File: config.mk
export PLATFORM = sky130hd
export DESIGN_NAME = game_ctrl_flat
export DESIGN_NICKNAME = d
export VERILOG_FILES = /design/src/rtl/game_ctrl_if.sv /design/src/rtl/game_ctrl.sv /design/src/flat_wrapper.sv
export SDC_FILE = /design/constraint.sdc
export NUM_CORES = 1
export LEC_CHECK = 0
export CAP_MARGIN = 20
export CORE_MARGIN = 8
export CORE_UTILIZATION = 25
export DETAILED_ROUTE_END_ITERATION = 12
export DONT_BUFFER_PORTS = 1
export GPL_ROUTABILITY_DRIVEN = 0
export HOLD_SLACK_MARGIN = 0.02
export PLACE_DENSITY = 0.43
export SLEW_MARGIN = 20
export SYNTH_ARGS = -nofsm -noshare
export SYNTH_HDL_FRONTEND = slang
export SYNTH_SLANG_ARGS = --single-unit
File: constraint.sdc
create_clock -name clk -period 7.9 [get_ports clk]
set_input_delay 1.58 -clock clk [delete_from_list [all_inputs] [get_ports clk]]
set_output_delay 1.58 -clock clk [all_outputs]
set_load 0.1 [all_outputs]
File: src/rtl/game_ctrl_if.sv
// Bundles the game sequencer's frame/key/paddle inputs and ball/score outputs.
// Latency: wires only; no storage in the interface.
// Backpressure: none; every signal is a level or single-cycle pulse.
interface game_ctrl_if;
    logic       frame_tick;
    logic       start_key;
    logic [9:0] x;
    logic [9:0] x2;
    logic [9:0] ball_x;
    logic [9:0] ball_y;
    logic [3:0] p1_score;
    logic [3:0] p2_score;
    logic       move_en;
    logic       game_over;
    logic       winner;

    // Stimulus / consumer side (paddle logic, renderer, bench)
    modport master (
        output frame_tick, start_key, x, x2,
        input  ball_x, ball_y, p1_score, p2_score, move_en, game_over, winner
    );

    // The sequencer itself
    modport slave (
        input  frame_tick, start_key, x, x2,
        output ball_x, ball_y, p1_score, p2_score, move_en, game_over, winner
    );
endinterface

File: src/rtl/game_ctrl.sv
// Match sequencer for the two-paddle game: ball motion, paddle hits, scoring, win.
// Latency: all outputs registered; state and ball update one clk after a sampled frame_tick/start_key.
// Backpressure: none; pulses are consumed in the cycle they arrive, ignored where a state has no use for them.
module game_ctrl #(
    parameter int VGA_XDIS     = 800,
    parameter int VGA_YDIS     = 600,
    parameter int SIDE         = 40,
    parameter int STICK        = 75,
    parameter int BALL         = 10,
    parameter int STEP         = 4,
    parameter int PY1          = 462,
    parameter int PY2          = 136,
    parameter int SERVE_FRAMES = 60,
    parameter int WIN_SCORE    = 5
) (
    input  logic          clk,
    input  logic          rst_n,
    game_ctrl_if.slave    bus
);
    localparam int CW = $clog2(SERVE_FRAMES + 1);

    // 11-bit working constants so every sum and compare has headroom.
    localparam logic [10:0] SIDE_W  = 11'(SIDE);
    localparam logic [10:0] STEP_W  = 11'(STEP);
    localparam logic [10:0] BALL_W  = 11'(BALL);
    localparam logic [10:0] STICK_W = 11'(STICK);
    localparam logic [10:0] XMAX_W  = 11'(VGA_XDIS - SIDE - BALL);
    localparam logic [10:0] PY1_W   = 11'(PY1);
    localparam logic [10:0] PY1B_W  = 11'(PY1 - BALL);
    localparam logic [10:0] PY2_W   = 11'(PY2);
    localparam logic [9:0]  CX      = 10'((VGA_XDIS - BALL) / 2);
    localparam logic [9:0]  CY      = 10'((VGA_YDIS - BALL) / 2);
    localparam logic [3:0]  WIN_W   = 4'(WIN_SCORE);
    localparam logic [CW-1:0] SERVE_W = CW'(SERVE_FRAMES);

    typedef enum logic [2:0] {
        S_IDLE,
        S_SERVE,
        S_PLAY,
        S_SCORED,
        S_OVER
    } state_t;

    state_t        state_q, state_n;
    logic [9:0]    ball_x_q, ball_x_n;
    logic [9:0]    ball_y_q, ball_y_n;
    logic          dx_left_q, dx_left_n;   // 0 = moving right
    logic          dy_up_q, dy_up_n;       // 0 = moving down (toward player 1)
    logic [3:0]    p1_q, p1_n;
    logic [3:0]    p2_q, p2_n;
    logic [CW-1:0] cnt_q, cnt_n;
    logic          scorer_q, scorer_n;     // 1 = player 2 took the point
    logic          move_en_q, move_en_n;
    logic          game_over_q, game_over_n;
    logic          winner_q, winner_n;

    logic [10:0]   bx, by, nx, ny;
    logic          nx_left;
    logic          p1_hit, p2_hit;
    logic [3:0]    cur_score, inc_score;
    logic [CW-1:0] cnt_inc;

    // State register
    always_ff @(posedge clk or negedge rst_n) begin
        if (!rst_n) state_q <= S_IDLE;
        else        state_q <= state_n;
    end

    // Ball, score, counter and registered output flags
    always_ff @(posedge clk or negedge rst_n) begin
        if (!rst_n) begin
            ball_x_q    <= CX;
            ball_y_q    <= CY;
            dx_left_q   <= 1'b0;
            dy_up_q     <= 1'b0;
            p1_q        <= 4'd0;
            p2_q        <= 4'd0;
            cnt_q       <= '0;
            scorer_q    <= 1'b0;
            move_en_q   <= 1'b0;
            game_over_q <= 1'b0;
            winner_q    <= 1'b0;
        end else begin
            ball_x_q    <= ball_x_n;
            ball_y_q    <= ball_y_n;
            dx_left_q   <= dx_left_n;
            dy_up_q     <= dy_up_n;
            p1_q        <= p1_n;
            p2_q        <= p2_n;
            cnt_q       <= cnt_n;
            scorer_q    <= scorer_n;
            move_en_q   <= move_en_n;
            game_over_q <= game_over_n;
            winner_q    <= winner_n;
        end
    end

    // Next-state, ball motion, paddle hits and scoring
    always_comb begin
        state_n   = state_q;
        ball_x_n  = ball_x_q;
        ball_y_n  = ball_y_q;
        dx_left_n = dx_left_q;
        dy_up_n   = dy_up_q;
        p1_n      = p1_q;
        p2_n      = p2_q;
        cnt_n     = cnt_q;
        scorer_n  = scorer_q;
        winner_n  = winner_q;

        // Candidate position for this frame, x already clamped at the side walls.
        bx = {1'b0, ball_x_q};
        by = {1'b0, ball_y_q};
        if (dx_left_q) begin
            if (bx < SIDE_W + STEP_W) begin
                nx      = SIDE_W;
                nx_left = 1'b0;
            end else begin
                nx      = bx - STEP_W;
                nx_left = 1'b1;
            end
        end else begin
            if (bx + STEP_W > XMAX_W) begin
                nx      = XMAX_W;
                nx_left = 1'b1;
            end else begin
                nx      = bx + STEP_W;
                nx_left = 1'b0;
            end
        end
        ny = dy_up_q ? (by - STEP_W) : (by + STEP_W);

        p1_hit = (nx + BALL_W > {1'b0, bus.x})  && (nx < {1'b0, bus.x}  + STICK_W);
        p2_hit = (nx + BALL_W > {1'b0, bus.x2}) && (nx < {1'b0, bus.x2} + STICK_W);

        cur_score = scorer_q ? p2_q : p1_q;
        inc_score = (cur_score < WIN_W) ? cur_score + 4'd1 : cur_score;
        cnt_inc   = cnt_q + 1'b1;

        case (state_q)
            S_IDLE: begin
                if (bus.start_key) begin
                    state_n = S_SERVE;
                    cnt_n   = '0;
                end
            end
            S_SERVE: begin
                if (bus.frame_tick) begin
                    cnt_n = cnt_inc;
                    if (cnt_inc == SERVE_W) state_n = S_PLAY;
                end
            end
            S_PLAY: begin
                if (bus.frame_tick) begin
                    if (!dy_up_q && ny > PY1_W) begin
                        state_n  = S_SCORED;
                        scorer_n = 1'b1;
                    end else if (dy_up_q && ny + BALL_W < PY2_W) begin
                        state_n  = S_SCORED;
                        scorer_n = 1'b0;
                    end else begin
                        ball_x_n  = nx[9:0];
                        dx_left_n = nx_left;
                        ball_y_n  = ny[9:0];
                        if (!dy_up_q && by <= PY1B_W && ny > PY1B_W && p1_hit) begin
                            ball_y_n = PY1B_W[9:0];
                            dy_up_n  = 1'b1;
                        end else if (dy_up_q && by >= PY2_W && ny < PY2_W && p2_hit) begin
                            ball_y_n = PY2_W[9:0];
                            dy_up_n  = 1'b0;
                        end
                    end
                end
            end
            S_SCORED: begin
                if (scorer_q) p2_n = inc_score;
                else          p1_n = inc_score;
                ball_x_n = CX;
                ball_y_n = CY;
                if (inc_score == WIN_W) begin
                    state_n  = S_OVER;
                    winner_n = scorer_q;
                end else begin
                    // Serve toward whoever just lost the point.
                    state_n   = S_SERVE;
                    cnt_n     = '0;
                    dx_left_n = 1'b0;
                    dy_up_n   = !scorer_q;
                end
            end
            S_OVER: begin
                if (bus.start_key) begin
                    state_n = S_SERVE;
                    cnt_n   = '0;
                    p1_n    = 4'd0;
                    p2_n    = 4'd0;
                    dy_up_n = 1'b0;
                end
            end
            default: state_n = S_IDLE;
        endcase

        move_en_n   = (state_n == S_PLAY);
        game_over_n = (state_n == S_OVER);
    end

    assign bus.ball_x    = ball_x_q;
    assign bus.ball_y    = ball_y_q;
    assign bus.p1_score  = p1_q;
    assign bus.p2_score  = p2_q;
    assign bus.move_en   = move_en_q;
    assign bus.game_over = game_over_q;
    assign bus.winner    = winner_q;
endmodule

File: src/flat_wrapper.sv
// flat-port wrapper written by rule: the top's interface ports become plain ports
module game_ctrl_flat 
#(
    parameter int VGA_XDIS     = 800,
    parameter int VGA_YDIS     = 600,
    parameter int SIDE         = 40,
    parameter int STICK        = 75,
    parameter int BALL         = 10,
    parameter int STEP         = 4,
    parameter int PY1          = 462,
    parameter int PY2          = 136,
    parameter int SERVE_FRAMES = 60,
    parameter int WIN_SCORE    = 5
)
  (clk, rst_n, bus_frame_tick, bus_start_key, bus_x, bus_x2, bus_ball_x, bus_ball_y, bus_p1_score, bus_p2_score, bus_move_en, bus_game_over, bus_winner);
  game_ctrl_if bus_i ();
  input  logic clk;
  input  logic rst_n;
  input wire logic [$bits(bus_i.frame_tick)-1:0] bus_frame_tick;
  input wire logic [$bits(bus_i.start_key)-1:0] bus_start_key;
  input wire logic [$bits(bus_i.x)-1:0] bus_x;
  input wire logic [$bits(bus_i.x2)-1:0] bus_x2;
  output wire logic [$bits(bus_i.ball_x)-1:0] bus_ball_x;
  output wire logic [$bits(bus_i.ball_y)-1:0] bus_ball_y;
  output wire logic [$bits(bus_i.p1_score)-1:0] bus_p1_score;
  output wire logic [$bits(bus_i.p2_score)-1:0] bus_p2_score;
  output wire logic [$bits(bus_i.move_en)-1:0] bus_move_en;
  output wire logic [$bits(bus_i.game_over)-1:0] bus_game_over;
  output wire logic [$bits(bus_i.winner)-1:0] bus_winner;
  assign bus_i.frame_tick = bus_frame_tick;
  assign bus_i.start_key = bus_start_key;
  assign bus_i.x = bus_x;
  assign bus_i.x2 = bus_x2;
  assign bus_ball_x = bus_i.ball_x;
  assign bus_ball_y = bus_i.ball_y;
  assign bus_p1_score = bus_i.p1_score;
  assign bus_p2_score = bus_i.p2_score;
  assign bus_move_en = bus_i.move_en;
  assign bus_game_over = bus_i.game_over;
  assign bus_winner = bus_i.winner;
  game_ctrl #(.VGA_XDIS(VGA_XDIS), .VGA_YDIS(VGA_YDIS), .SIDE(SIDE), .STICK(STICK), .BALL(BALL), .STEP(STEP), .PY1(PY1), .PY2(PY2), .SERVE_FRAMES(SERVE_FRAMES), .WIN_SCORE(WIN_SCORE)) u_core (.clk(clk), .rst_n(rst_n), .bus(bus_i));
endmodule
Word level (Yosys, flattened, before mapping)

Index checks and enable logic that the tools add are counted.

Bits in registers: 43
Latch bits: 0
Word-level logic and storage cells: 131
Bits in writable memories: 0
Output and inout bits: 31
Memory bits (read-only): 0
Input port bits: 24
Memories kept: 0

Muxes and demuxes: 51
Bitwise logic cells: 0
Magnitude comparators: 13
Shift-type cells: 0
Reduce and logical (&&, ||, !) cells: 27
Equal/unequal tests: 18
Divide/modulo/power cells: 0
Add/subtract/negate cells: 10
Multipliers: 0

Operators by type and width:

| operator                                                                             | count |
|---|---|
| 10-bit 2-to-1 mux                                                                    | 8 |
| 11-bit 2-to-1 mux                                                                    | 4 |
| 10-bit one-hot mux with 2 select lines                                               | 2 |
| 10-bit by 3-bit adder with 11-bit output, second input constant                      | 2 |
| 10-bit by 7-bit adder with 11-bit output, second input constant                      | 2 |
| 11-bit by 4-bit adder with 11-bit output, second input constant                      | 2 |
| 11-bit by 10-bit greater-than comparator with 1-bit output                           | 2 |
| 11-bit by 9-bit greater-than comparator with 1-bit output, second input constant     | 2 |
| 11-bit less-than comparator                                                          | 2 |
| 11-bit by 8-bit less-than comparator with 1-bit output, second input constant        | 2 |
| 10-bit by 3-bit subtractor with 11-bit output, second input constant                 | 2 |
| 3-bit 2-to-1 mux                                                                     | 7 |
| 4-bit 2-to-1 mux                                                                     | 5 |
| 6-bit 2-to-1 mux                                                                     | 3 |
| 6-bit one-hot mux with 3 select lines                                                | 1 |
| 1-bit 2-to-1 mux                                                                     | 16 |
| 4-bit one-hot mux with 2 select lines                                                | 2 |
| 2-bit inequality test, second input constant                                         | 7 |
| 3-bit one-hot mux with 4 select lines                                                | 1 |
| 11-bit by 10-bit greater-than comparator with 1-bit output, second input constant    | 1 |
| 10-bit by 8-bit greater-or-equal comparator with 1-bit output, second input constant | 1 |
| 10-bit by 9-bit <= comparator with 1-bit output, second input constant               | 1 |
| 1-bit logical AND                                                                    | 10 |
| 10-bit by 6-bit less-than comparator with 1-bit output, second input constant        | 1 |
| 22 further kinds                                                                     | 33 |

Logic depth before layout (Yosys ltp)

Gate-level depths: netlist of run 1.

Depth in word-level cells: 14
Mapped depth: 21
Gate-level depth less buffers: 20

Worst setup path before layout of run 1

Ideal clock, no wire load.

Path kind: register to register
From: register u_core.ball_x_q[2], in the netlist u_core.bus.ball_x[2]
To: register u_core.dy_up_q
Data arrival time: 4980 ps
Stages on the path, launching flop included: 22
Path buffers: 1
Clock period less this slack: 5108 ps
Data required time: 7772 ps
Library setup time: 128 ps
Setup slack: 2792 ps
Path through: dfrtp_1 > buf_4 > inv_2 > ha_1 > nand4_1 > a2111oi_2 > o21ai_0 > o31ai_1 > nand2_1 > o21ai_0 > ha_1 > o21ai_0 > xnor2_1 > ha_1 > a21o_1 > a21oi_1 > a21oi_1 > a211o_1 > a21oi_1 > o21ai_2 > a21oi_2 > mux2_1

Cells in the longest elaborated chain, start to end: 13
Elaborated cells on any way between the ends: 23
Classes of those cells: 3 x add/sub; 6 x order compare; 1 x eq/ne; 8 x mux; 5 x reduce/logical

RTL lines:

| element                                                    | RTL line                           | RTL |
|---|---|---|
| start: declaration                                         | game_ctrl.sv:45                    | `logic [9:0] ball_x_q, ball_x_n;` |
| start signal: assignment                                   | game_ctrl.sv:84                    | `ball_x_q <= ball_x_n;` |
| 10-bit by 3-bit adder with 11-bit output                   | game_ctrl.sv:123, game_ctrl.sv:127 |  |
| 11-bit by 10-bit greater-than comparator with 1-bit output | game_ctrl.sv:123                   | `if (bx + STEP_W > XMAX_W) begin` |
| 11-bit 2-to-1 mux                                          | game_ctrl.sv:123                   |  |
| 11-bit 2-to-1 mux (*)                                      | game_ctrl.sv:114                   | `if (dx_left_q) begin` |
| 11-bit by 4-bit adder with 11-bit output                   | game_ctrl.sv:133, game_ctrl.sv:134 |  |
| 11-bit by 10-bit greater-than comparator with 1-bit output | game_ctrl.sv:133                   | `p1_hit = (nx + BALL_W > {1'b0, bus.x}) && (nx < {1'b0, bus.x} + STICK_W);` |
| 1-bit logical AND                                          | game_ctrl.sv:133                   |  |
| 1-bit logical AND                                          | game_ctrl.sv:165                   | `if (!dy_up_q && by <= PY1B_W && ny > PY1B_W && p1_hit) begin` |
| 1-bit 2-to-1 mux                                           | game_ctrl.sv:165                   |  |
| 1-bit 2-to-1 mux                                           | game_ctrl.sv:158                   | `end else if (dy_up_q && ny + BALL_W < PY2_W) begin` |
| 1-bit 2-to-1 mux                                           | game_ctrl.sv:155                   | `if (!dy_up_q && ny > PY1_W) begin` |
| 1-bit 2-to-1 mux                                           | game_ctrl.sv:154                   | `if (bus.frame_tick) begin` |
| 1-bit one-hot mux with 3 select lines                      | game_ctrl.sv:140                   | `case (state_q)` |
| end signal: assignment                                     | game_ctrl.sv:87                    | `dy_up_q <= dy_up_n;` |
| end: declaration                                           | game_ctrl.sv:48                    | `logic dy_up_q, dy_up_n;` |

Mark *: on every way between the ends. The rest lies on a longest branch, timed or not. The select of a mux whose other input is x is not followed.
A chain may end at the register's enable or synchronous reset.

Final worst setup path of run 1

From: register u_core.ball_x_q[3], in the netlist u_core.bus.ball_x[3]
To: register u_core.dy_up_q

The elaborated chain is that of the path after synthesis.

==> flow_summary.yaml, run 1 <==
sta:
  finalSetupTns_ps: 0
  setup_violations: 0
  fin_skew_ps: 4.109
  finalHoldViolations: 0
  worst_pin_slew_ps: 1134
  slew_violations: 0
  period_minus_slack_ps: 5636
  hold_ws_ps: 515.2
  rsz0062_at_grt: "no"
  relSlewSlack_pct: 24.41
  max_freq_mhz: 177.4
  fin_crit_sh_pct: 71.34
worst_setup_path:
  setup.worst_path.class: "reg2reg"
  cp.arrival_ps: 5810
  cp_max_fo: 11
  critPathCaptureType: "register"
  crit_path_start_kind: "register"
  crit_required_ps: 8070
clock_network:
  post_cts_buffers: 0
  clock_sinks: 42
  cts_tree: "done"
  cts_buffer_depth: 2
  path_clk_slew_ps: 70
  postCtsResizedCells: 0
  cts_hold_buf: 0
  numCtsBuffers: 5
  cts-root-buf: "clkbuf_16"
  htreeDepth: 2
  clock_latency_ps: 290
pwr:
  power_leakage_nw: 2.351
  p_comb_share_pct: 13.9
  switchingPower_uw: 142.0
  powerDensity_nw_per_um2: 101.1
  switching_share_pct: 26.85
  vdd_drop_max_v: 0.00007114
  seqPwrFrac_pct: 44.3
  internal_power_uw: 386.9
  clkPwrFrac_pct: 41.8
  power_uw: 528.9
detailed_routing:
  detail_route.wl_per_cell_um: 16.92
  vias: 4209
  totalWireLength_um: 14070
  ant_nets: 0
  drt_pre_antenna_iters: 4
  drc: 0
  drtIter0Drc: 277
  viasPerCell: 5.059
finish:
  final_area_um2: 5233
  finalNetCount: 654
  final_util_pct: 27.79
  drive_gt1_share_pct: 10.14
  diodes: 0
  areaGrowthSynthToFinish_pct: 8.652
die:
  start_util_pct: 25.57
  die_h_um: 154.8
  core.rowCount: 50
  coreArea_um2: 18830
  die_w_um: 154.8
  dieArea_um2: 23960
  io_pins: 55
synth:
  syn_avg_cell_area_um2: 8.361
  synth_area_leaders: "dfrtp_1, ha_1, dfstp_2"
  async_flop_share_pct: 100.0
  synth_edf_count: 0
  synth-compound-area-share_pct: 24.01
  yosysMostFrequentCell: "ha_1"
  ys_seq_area_share_pct: 22.06
  synth_commonest_cells: "ha_1, nand2_1, inv_1, o21ai_0"
  syn_area_um2: 4816
  yosysTopAreaCellShare_pct: 17.15
  synthAdderAreaFrac_pct: 15.48
  ys_types: 82
  synthXorXnorAreaFrac_pct: 7.223
  ys_ff_latch: 42
  syn_inst: 576
  synth_ff_type: "dfrtp_1"
  synth.area.mux_share_pct: 3.767
  synthSimpleGateAreaFrac_pct: 21.46
  yosysWarnings: 0
  synth_top_area_cell: "dfrtp_1"
  synth_top_family_by_area: "compound AO/OA/AOI/OAI gates"
grt:
  grt_pass1_wl_um: 22940
  grt_usage_pct: 11.72
  grt_max_degree: 43
  grt_overflow: 0
  antenna_found_initial: 0
  grt_pass1_vias: 4177
run_status:
  status: "completed"
flow_run:
  drv_cap: 0
place:
  dpl_cell_area_um2: 5081
  dp_hpwl_um: 11010
  io_buffers: 0
min_path:
  hold_path.class: "reg2reg"
-- flip-flops by register name (all words and copies together) (netlist names) --
signal / count
u_core.state_q: 3
u_core.bus.ball_y: 9
u_core.bus.winner: 1
u_core.bus.move_en: 1
u_core.dy_up_q: 1
u_core.dx_left_q: 1
u_core.scorer_q: 1
u_core.bus.ball_x: 10
u_core.bus.game_over: 1
u_core.bus.p1_score: 4
u_core.bus.p2_score: 4
u_core.cnt_q: 6
-- worst max-delay path, cell delays in order, from the launching register on --
cell       delay (ps)
dfstp_2           990
ha_1              500
nand3_2           130
xor2_2            190
a2111oi_2         560
o21ai_0           170
o31ai_1            90
nand2_1           130
o21ai_0           230
ha_1              300
o21ai_0           130
xnor2_1           250
ha_1              300
a21o_1            190
a21oi_1           140
a21oi_1            80
a211o_1           270
a21oi_1           260
o21ai_2           130
a21oi_2           140
mux2_1            320
-- stage by stage --
| stage | instances | setup WS, ps |
|---|---|---|
| finish | 832 | 2264 |
| global route | 832 | 1797 |
| CTS | 832 | 2211 |
| detailed placement | 824 | 2239 |
| global placement | 824 | 2355 |
| floorplan | 577 | 2792 |
-- power by group through the flow --
stage               Clock, mW  Sequential [mW]  Combinational, mW
CTS                     0.227            0.234             0.0748
global placement            0            0.238             0.0711
global route            0.234            0.236             0.0869
detailed placement          0            0.238             0.0735
floorplan                   0            0.236             0.0594
finish                  0.221            0.234             0.0738
-- layout by cell type (no fill, tap or decap), types with 3 or more instances in the layout --
master     netlist  routed
o22ai_1          3       3
nand2_1         50      50
or2_2            3       3
buf_4            6      10
o21ai_1          3       3
nand3_1         25      25
a31oi_1          3       3
o2111ai_1        3       3
o31ai_1          3       3
nand4_1          7       7
dfrtp_1         33      33
mux2_2           8       8
nand3b_1         4       4
nor2_1          36      36
o21a_1          13      13
a211o_1          6       6
nor2b_1         11      11
nand2b_1         5       5
inv_1           38      38
a21o_1          14      14
mux2i_1          8       8
dfstp_2          9       9
clkbuf_16        0       5
nor3b_1          3       3
nand4b_1         5       5
a21oi_1         36      36
or3_1            8       8
a211oi_1         7       7
and2_1           6       6
xnor2_1         24      24
a2111oi_0        4       4
o211ai_1         4       4
nor3_1           7       7
o21ai_0         38      38
and3_1           3       3
xor2_1          12      12
ha_1            58      58
-- metal layers --
metal / track usage, % / up-vias / wire length (um)
met3: 2.563 / 14 / 691
met5: 0 / - / 0
met4: 2.147 / 0 / 162
met1: 14.81 / 2011 / 6510
met2: 20.18 / 93 / 6709
li1: - / 2091 / -
-- final cells by class --
class	instances	area [um^2]
Clock buffer	7	142.6
Clock inverter	1	8.758
Fill cell	2018	13600
Inverter	39	146.4
Multi-Input combinational cell	473	3472
Sequential cell	42	1062
Tap cell	260	325.3
Timing Repair Buffer	10	75.07
-- path summary, 6_finish.rpt --
kind | from | to | slack (ps) | cells past startpoint
max | u_core.bus.ball_x[3]$_DFFE_PN1P_ | u_core.dy_up_q$_DFFE_PN0P_ | 2260 | 20
min | u_core.state_q[2]$_DFF_PN0_ | u_core.state_q[1]$_DFF_PN0_ | 520 | 1
max reg2reg | u_core.bus.ball_x[3]$_DFFE_PN1P_ | u_core.dy_up_q$_DFFE_PN0P_ | 2260 | 20
min reg2reg | u_core.state_q[2]$_DFF_PN0_ | u_core.state_q[1]$_DFF_PN0_ | 520 | 1
max in group asynchronous | rst_n | u_core.bus.ball_x[0]$_DFFE_PN1P_ | 6730 | 0
min in group asynchronous | rst_n | u_core.cnt_q[3]$_DFFE_PN0P_ | 980 | 0
-- kinds of logic after synthesis --
kind of cell    count (synthesis)
fa+ha+maj                      59
mux                            17
buf+inv                        62
other cells                     1
simple gates                  190
compound gates                167
flops                          42
xor+xnor                       38
Power figures use the tool's default switching activity.
==> inputs of run 2 (changes only) <==
==> constraint.sdc (replaced) <==
create_clock -name clk -period 5.5 [get_ports clk]
set_input_delay 1.1 -clock clk [delete_from_list [all_inputs] [get_ports clk]]
set_output_delay 1.1 -clock clk [all_outputs]
set_load 0.1 [all_outputs]
==> flow_summary.yaml, run 2 (same netlist as run 1, synthesis figures left out) <==
grt:
  grt_usage_pct: 12.08
  grt_overflow: 0
  grt_max_degree: 43
  antenna_found_initial: 0
  grt_pass1_vias: 4404
  grt_pass1_wl_um: 23620
die:
  core.rowCount: 50
  coreArea_um2: 18830
  dieArea_um2: 23960
  start_util_pct: 25.57
  die_w_um: 154.8
  io_pins: 55
  die_h_um: 154.8
detailed_routing:
  viasPerCell: 5.040
  totalWireLength_um: 14360
  ant_nets: 0
  drtIter0Drc: 334
  detail_route.wl_per_cell_um: 16.99
  vias: 4259
  drt_pre_antenna_iters: 5
  drc: 0
sta:
  slew_violations: 0
  max_freq_mhz: 204.3
  finalSetupTns_ps: 0
  hold_ws_ps: 497.4
  relSlewSlack_pct: 27.37
  setup_slack_ps: 605.1
  fin_crit_sh_pct: 89.00
  fin_skew_ps: 6.278
  worst_pin_slew_ps: 1089
  period_minus_slack_ps: 4895
  setup_violations: 0
  finalHoldViolations: 0
  rsz0062_at_grt: "no"
finish:
  final_cell_mix: "ha_1, nand2_1, inv_1, o21ai_0"
  multi_input_area_um2: 3472
  fillers: 2006
  largest_register_ffs: 10
  fin_cells: 845
  areaGrowthSynthToFinish_pct: 10.65
  finalNetCount: 667
  seq_area_um2: 1062
  drive_gt1_share_pct: 12.31
  final_util_pct: 28.30
  layout_commonest_cell: "ha_1"
  diodes: 0
clock_network:
  cts_hold_buf: 0
  path_clk_slew_ps: 70
  postCtsResizedCells: 0
  numCtsBuffers: 5
  clock_sinks: 42
  cts_tree: "done"
  post_cts_buffers: 0
  htreeDepth: 2
  clock_latency_ps: 290
  cts-root-buf: "clkbuf_16"
  cts_buffer_depth: 2
place:
  dp_hpwl_um: 11460
  io_buffers: 0
  place_ws_ps: 632.5
  dp.cells: 837
worst_setup_path:
  cp.arrival_ps: 5070
  setup.worst_path.class: "reg2reg"
  critPathCaptureType: "register"
  cp_max_fo: 9
  crit_required_ps: 5680
  crit_path_start_kind: "register"
pwr:
  vdd_drop_max_v: 0.0001484
  power_leakage_nw: 2.408
  powerDensity_nw_per_um2: 140.1
flow_run:
  drv_cap: 0
min_path:
  hold_path.class: "in2async"
run_status:
  status: "completed"
-- run 2: worst max-delay path, cell delays in order (launching register included) --
cell	delay (ps)
dfstp_2	540
buf_4	350
nand3_1	140
xor2_1	170
a2111oi_2	480
o21ai_0	170
o31ai_1	100
nand2_1	180
o21ai_0	110
buf_4	150
ha_1	200
nor2_1	90
nor3_1	240
xor2_1	270
ha_1	300
nand3_1	100
a21oi_1	60
a211o_1	260
a21oi_1	250
o21ai_2	140
a21oi_2	150
mux2_1	320
-- run 2: area by class of cell --
type | instances | share of cell area, %
multi-input cells | 473 | 65.16
inverters | 39 | 2.747
clock buffers | 5 | 2.348
clock inverters | 3 | 0.4696
well taps | 260 | 6.105
flip-flops and latches | 42 | 19.93
repair buffers | 23 | 3.240
-- run 2: path summary, 6_finish.rpt --
path / start / endpoint / slack (ps) / cells after the start
setup / recovery: u_core.bus.ball_x[3]$_DFFE_PN1P_ / u_core.dy_up_q$_DFFE_PN0P_ / 610 / 21
hold / removal: rst_n / u_core.cnt_q[4]$_DFFE_PN0P_ / 500 / 0
setup reg to reg: u_core.bus.ball_x[3]$_DFFE_PN1P_ / u_core.dy_up_q$_DFFE_PN0P_ / 610 / 21
hold reg to reg: u_core.cnt_q[3]$_DFFE_PN0P_ / u_core.cnt_q[3]$_DFFE_PN0P_ / 520 / 1
max in group asynchronous: rst_n / u_core.bus.ball_x[1]$_DFFE_PN1P_ / 4810 / 0
min in group clk: u_core.cnt_q[3]$_DFFE_PN0P_ / u_core.cnt_q[3]$_DFFE_PN0P_ / 520 / 1
-- run 2: stage by stage --
step	total power [mW]	cell area, um^2
after floorplan	0.4238	4820
after global placement	0.4451	5179
after detailed placement	0.4471	5179
after CTS	0.7544	5329
after global routing	0.7863	5329
final	0.7465	5329
-- run 2: power breakdown --
part / leakage, nW / switching (mW) / internal [mW]
sequential: 0.524 / 0.0135 / 0.323
clock: 0.0704 / 0.134 / 0.171
combinational: 1.81 / 0.0558 / 0.0492
-- run 2: metal layers --
layer / vias to the layer above / routed length (um) / track usage, %
met4: 0 / 170 / 2.660
met3: 14 / 728 / 2.675
met2: 106 / 6983 / 21.38
met5: - / 0 / 0
met1: 2024 / 6474 / 14.62
li1: 2115 / - / -
